`src/rtl/pwm_duty_sched.sv`:
```
// Round-robin duty scheduler driving one shared free-running PWM counter.
// Define PWM_DUTY_RAMP_EN to ramp duty by STEP per period instead of jumping.
module pwm_duty_sched #(
    parameter int CBITS = 21,
    parameter int DBITS = 3,
    parameter int STEP  = 1
) (
    input  logic             clk,
    input  logic             rst,
    input  logic             req0,
    input  logic             req1,
    input  logic [DBITS-1:0] target0,
    input  logic [DBITS-1:0] target1,
    output logic             ack0,
    output logic             ack1,
    output logic             busy,
    output logic [DBITS-1:0] duty,
    output logic             period_end,
    output logic             pulse
);

    typedef enum logic [1:0] {
        S_IDLE,
        S_PEND,
        S_DONE
    } state_t;

    state_t           r_state;
    state_t           w_state_nx;
    logic [CBITS-1:0] r_cnt;
    logic [CBITS-1:0] w_thr;
    logic [DBITS-1:0] r_duty;
    logic [DBITS-1:0] r_tgt;
    logic [DBITS-1:0] w_duty_nx;
    logic [DBITS-1:0] w_tgt_nx;
    logic [DBITS-1:0] w_ramp;
    logic             r_gid;
    logic             r_last;
    logic             w_gid_nx;
    logic             w_last_nx;
    logic             r_ack0;
    logic             r_ack1;
    logic             w_ack0_nx;
    logic             w_ack1_nx;
    logic             r_pulse;
    logic             w_pe;

    if (DBITS > CBITS - 1 || STEP < 1 || STEP > (2 ** DBITS) - 1) begin : g_bad_cfg
        $error("pwm_duty_sched: illegal CBITS/DBITS/STEP");
    end

    assign w_pe  = (r_cnt == {CBITS{1'b1}});
    assign w_thr = {{(CBITS-DBITS){1'b0}}, r_duty} << (CBITS - 1 - DBITS);

`ifdef PWM_DUTY_RAMP_EN
    localparam logic [DBITS-1:0] LP_STEP = DBITS'(STEP);

    logic             w_up;
    logic [DBITS-1:0] w_diff;
    logic [DBITS-1:0] w_inc;

    // Step is clamped to the remaining distance so duty never overshoots.
    always_comb begin
        w_up   = (r_tgt > r_duty);
        w_diff = w_up ? (r_tgt - r_duty) : (r_duty - r_tgt);
        w_inc  = (w_diff < LP_STEP) ? w_diff : LP_STEP;
        w_ramp = w_up ? (r_duty + w_inc) : (r_duty - w_inc);
    end
`else
    assign w_ramp = r_tgt;
`endif

    always_comb begin
        w_state_nx = r_state;
        w_duty_nx  = r_duty;
        w_tgt_nx   = r_tgt;
        w_gid_nx   = r_gid;
        w_last_nx  = r_last;
        w_ack0_nx  = 1'b0;
        w_ack1_nx  = 1'b0;
        case (r_state)
            S_IDLE: begin
                if (req0 || req1) begin
                    w_gid_nx   = (req0 && req1) ? ~r_last : req1;
                    w_last_nx  = w_gid_nx;
                    w_tgt_nx   = w_gid_nx ? target1 : target0;
                    w_state_nx = (w_tgt_nx == r_duty) ? S_DONE : S_PEND;
                end
            end
            S_PEND: begin
                if (w_pe) begin
                    w_duty_nx = w_ramp;
                    if (w_ramp == r_tgt) begin
                        w_state_nx = S_DONE;
                    end
                end
            end
            S_DONE: begin
                w_ack0_nx  = ~r_gid;
                w_ack1_nx  = r_gid;
                w_state_nx = S_IDLE;
            end
            default: w_state_nx = S_IDLE;
        endcase
    end

    always_ff @(posedge clk or posedge rst) begin
        if (rst) begin
            r_state <= S_IDLE;
        end else begin
            r_state <= w_state_nx;
        end
    end

    always_ff @(posedge clk or posedge rst) begin
        if (rst) begin
            r_cnt   <= '0;
            r_duty  <= '0;
            r_tgt   <= '0;
            r_gid   <= 1'b0;
            r_last  <= 1'b1;
            r_ack0  <= 1'b0;
            r_ack1  <= 1'b0;
            r_pulse <= 1'b0;
        end else begin
            r_cnt   <= r_cnt + 1'b1;
            r_duty  <= w_duty_nx;
            r_tgt   <= w_tgt_nx;
            r_gid   <= w_gid_nx;
            r_last  <= w_last_nx;
            r_ack0  <= w_ack0_nx;
            r_ack1  <= w_ack1_nx;
            r_pulse <= (r_cnt < w_thr);
        end
    end

    assign ack0       = r_ack0;
    assign ack1       = r_ack1;
    assign busy       = (r_state != S_IDLE);
    assign duty       = r_duty;
    assign period_end = w_pe;
    assign pulse      = r_pulse;

endmodule

```
`config.mk`:
```
export PLATFORM = sky130hd
export DESIGN_NAME = pwm_duty_sched
export DESIGN_NICKNAME = d
export VERILOG_FILES = /design/src/rtl/pwm_duty_sched.sv
export SDC_FILE = /design/constraint.sdc
export NUM_CORES = 1
export LEC_CHECK = 0
export ABC_AREA = 1
export BUFFER_PORTS_ARGS = -buffer_cell sky130_fd_sc_hd__buf_4
export CORE_ASPECT_RATIO = 0.6
export CORE_MARGIN = 2
export CORE_UTILIZATION = 45
export CTS_BUF_LIST = sky130_fd_sc_hd__clkbuf_4 sky130_fd_sc_hd__clkbuf_8
export DETAILED_ROUTE_END_ITERATION = 10
export PLACE_DENSITY = 0.72
export SETUP_SLACK_MARGIN = 0.15
export SLEW_MARGIN = 20
export SYNTH_ARGS = -nofsm -noshare
export SYNTH_HDL_FRONTEND = slang
export SYNTH_SLANG_ARGS = --single-unit
```
`constraint.sdc`:
```
create_clock -name clk -period 1.4 [get_ports clk]
set_clock_uncertainty 0.15 [all_clocks]
set_input_delay 0 -clock clk [delete_from_list [all_inputs] [get_ports clk]]
set_output_delay 0 -clock clk [all_outputs]
set_load 0.005 [all_outputs]
```
==> flow_summary.toml <==
[run_status]
outcome = "complete, but fails checks"
violations = "setup timing"

[global_route]
grt_pass1_wl_um = 8290
grt_start_max_net_pins = 35
overflow = 0
first_global_vias = 1726
antenna_found_initial = 0
grt_usage_pct = 25.5

[detailed_routing]
drc = 0
vias = 1775
wl_met1_um = 2490
detail-route-antenna-nets = 0
wire_per_inst_um = 19.2
via_per_inst = 5.44
dr.pass1.iters = 4
wl_met2_um = 3140
met3_length_um = 441
drt_wl_total_um = 6260
highest_layer = "met4"
dr.first_iter.drc_count = 203

[placement]
place_area_um2 = 2190
gp_congestion = 0.872
io_buffers = 17
dpl.hpwl_um = 2740

[cells_and_area]
area_delta_synth_final_pct = 65.8
drive_gt1_share_pct = 49.8
antennaDiodeCount = 0
multiInputGateArea_um2 = 1010
final_area_um2 = 2880
fillers = 164
nets = 291
regArea_um2 = 853
final_core_util_pct = 78.2

[yosys]
ys_seq_elements = 34
netlist_area_um2 = 1740
netlist-cell-type-count = 28
synth_seq_area_share_pct = 49.1
yosys_warnings = 0
synth_ff_type = "dfrtp_1"
syn_avg_cell_area_um2 = 9.00
synthesis.instances = 193
synth-async-reset-ratio_pct = 100
synth_edf_count = 0
syn_nets = 206

[die]
num_rows = 17
initial_core_util_pct = 47.2
die_area_um2 = 4390
io_pins = 18
die_h_um = 52.1
die_x_um = 84.2
core_um2 = 3680

[worst_hold_path]
min_from = "target1[0]"
hold_path_depth = 6
hp-class = "in2reg"
whs_endpoint = "r_tgt[0]"

[sta]
relSlewSlack_pct = 71.7
setup_slack_ns = -0.355
rsz0062_at_grt = "true"
setup-violations-final = 24
min_period_over_period_pct = 125
fmax_mhz = 570
worst_slew_pin_slew_ns = 0.424
maxSlewViolCount = 0
final-hold-violation-count = 0
period_needed_ns = 1.75

[pwr]
vdd_drop_max_mv = 1.05
total_power_w = 0.00313
p_per_area_nw_per_um2 = 1090
p_leak_nw = 1.42

[critical_path]
critPathKind = "reg2reg"
crit_buf_inv = 2
cp_max_fo = 7
cp_slowest_stage_delay_ns = 0.39
crit_path_start_kind = "flop"
r2r-end = "r_state[1]"
cp.required_ns = 1.48
reg2reg_from = "r_cnt[1]"
crit_path_top_delay_cell = "dfrtp_1"
cpLargestDelayFamily = "simple AND/OR/NAND/NOR gates"
endpoint_kind = "flop"
worstPathArrival_ns = 1.84
path_cells = "ha_4, nand2_4, buf_6, nor2_4, nand2_4, nor2_4, nand3_4, nand2_2, inv_2, a21oi_2"
reg2reg_depth = 10
rrSetupSlack_ns = -0.35

[cts]
cts_buffers = 5
root_buffer = "clkbuf_8"
clkSlewWorstSetupHoldPaths_ns = 0.08
htreeDepth = 2
clock_path_buffers = 2
cts.sinks = 34
cts_tree = "built"
clkLatencyLatePin_ns = 0.30

[flow_run]
maxCapViolCount = 0
[routing by layer]
metal / vias to the layer above / track usage [%]
li1: 777 / -
met1: 877 / 30.5
met2: 104 / 43.8
met3: 17 / 5.71
met4: 0 / 13.4
met5: - / 0
[registers in the layout, summed over array words and instances (netlist names)]
name / flops
ack0: 1
duty: 3
r_gid: 1
r_tgt: 3
ack1: 1
pulse: 1
r_cnt: 21
r_state: 2
r_last: 1
[kinds of logic (layout without fill, tap and decap cells)]
family / count (synthesis) / count (layout) / share of synthesized area, %
xor+xnor: 19 / 19 / 9.58
flops: 34 / 34 / 49.1
compound gates: 12 / 12 / 4.18
buf+inv: 31 / 117 / 6.92
simple gates: 94 / 94 / 28.1
fa+ha+maj: 3 / 3 / 2.16
[cell usage in the layout (no fill, tap or decap), drive strengths merged, types with 2 or more instances in the layout]
master / count
bufinv: 2
dlygate4sd3: 7
o21ai: 8
clkbuf: 6
xor2: 14
a21oi: 2
inv: 30
nand3: 17
nand2: 44
nor3: 5
nor2: 21
xnor2: 5
ha: 3
nand4: 5
buf: 72
dfrtp: 33
[timing repair]
item                                    4_1_cts  5_1_grt
pin swaps                                    23       22
buffers inserted                             13        7
endpoints found under the setup margin       28       31
resized for setup                            52       30
hold buffers                                  7        0
hold endpoints to repair                     39        0
[worst max path at each step]
stage | start | endpoint | slack [ns] | depth (start not counted)
after floorplan | r_cnt[0] | r_cnt[20] | -0.08 | 8
after global placement | r_cnt[1] | period_end | -0.16 | 6
after detailed placement | r_last | r_state[0] | -0.20 | 9
after CTS | r_cnt[0] | period_end | -0.32 | 6
after global routing | r_cnt[1] | r_state[1] | -0.41 | 10
final | r_cnt[1] | r_state[1] | -0.35 | 10
[metrics by stage]
step                      std cells  hold WS [ns]  worst slack [ns]  TNS [ns]
after CTS                       319       0.00190            -0.319     -3.56
after floorplan                 193      -0.00914           -0.0794    -0.528
final                           326        0.0592            -0.355     -4.99
after global placement          291       -0.0288            -0.158     -1.04
after detailed placement        291       -0.0256            -0.197     -1.60
after global routing            326        0.0863            -0.408     -6.19
[cell usage after synthesis (2+ instances only)]
master / number / area share, %
dfrtp_1: 33 / 48
ha_1: 3 / 2.2
inv_1: 30 / 6.5
nand2_1: 38 / 8.2
nand2_2: 5 / 1.8
nand3_1: 15 / 4.3
nand4_1: 5 / 1.8
nor2_1: 13 / 2.8
nor2_2: 3 / 1.1
nor2_4: 5 / 3.2
nor3_1: 4 / 1.2
o21ai_0: 5 / 1.4
o21ai_1: 2 / 0.58
xnor2_1: 5 / 2.5
xor2_1: 14 / 7.1
[where the power goes]
part	switching [W]	internal [W]	total, W	leakage (nW)
clock network	0.000391	0.000760	0.00115	0.0714
logic	0.000436	0.000338	0.000774	0.905
registers	0.000102	0.00110	0.00120	0.444
total	0.000929	0.00220	0.00313	1.42
[tightest hold or removal path: cells and delay by family]
kind                   cells  cell delay, ns
buffers and inverters      3            0.24
and+or+nand+nor            2            0.17
AOI/OAI and AO/OA          1            0.06
[cell type report]
type	instances	share of cell area (%)
Inverter	30	3.91
Clock buffer	6	2.87
Clock inverter	2	2.09
Tap cell	47	2.04
Multi-Input combinational cell	128	35.2
Timing Repair Buffer	79	24.2
Sequential cell	34	29.6
No activity file was read; power rests on OpenSTA's default activity.
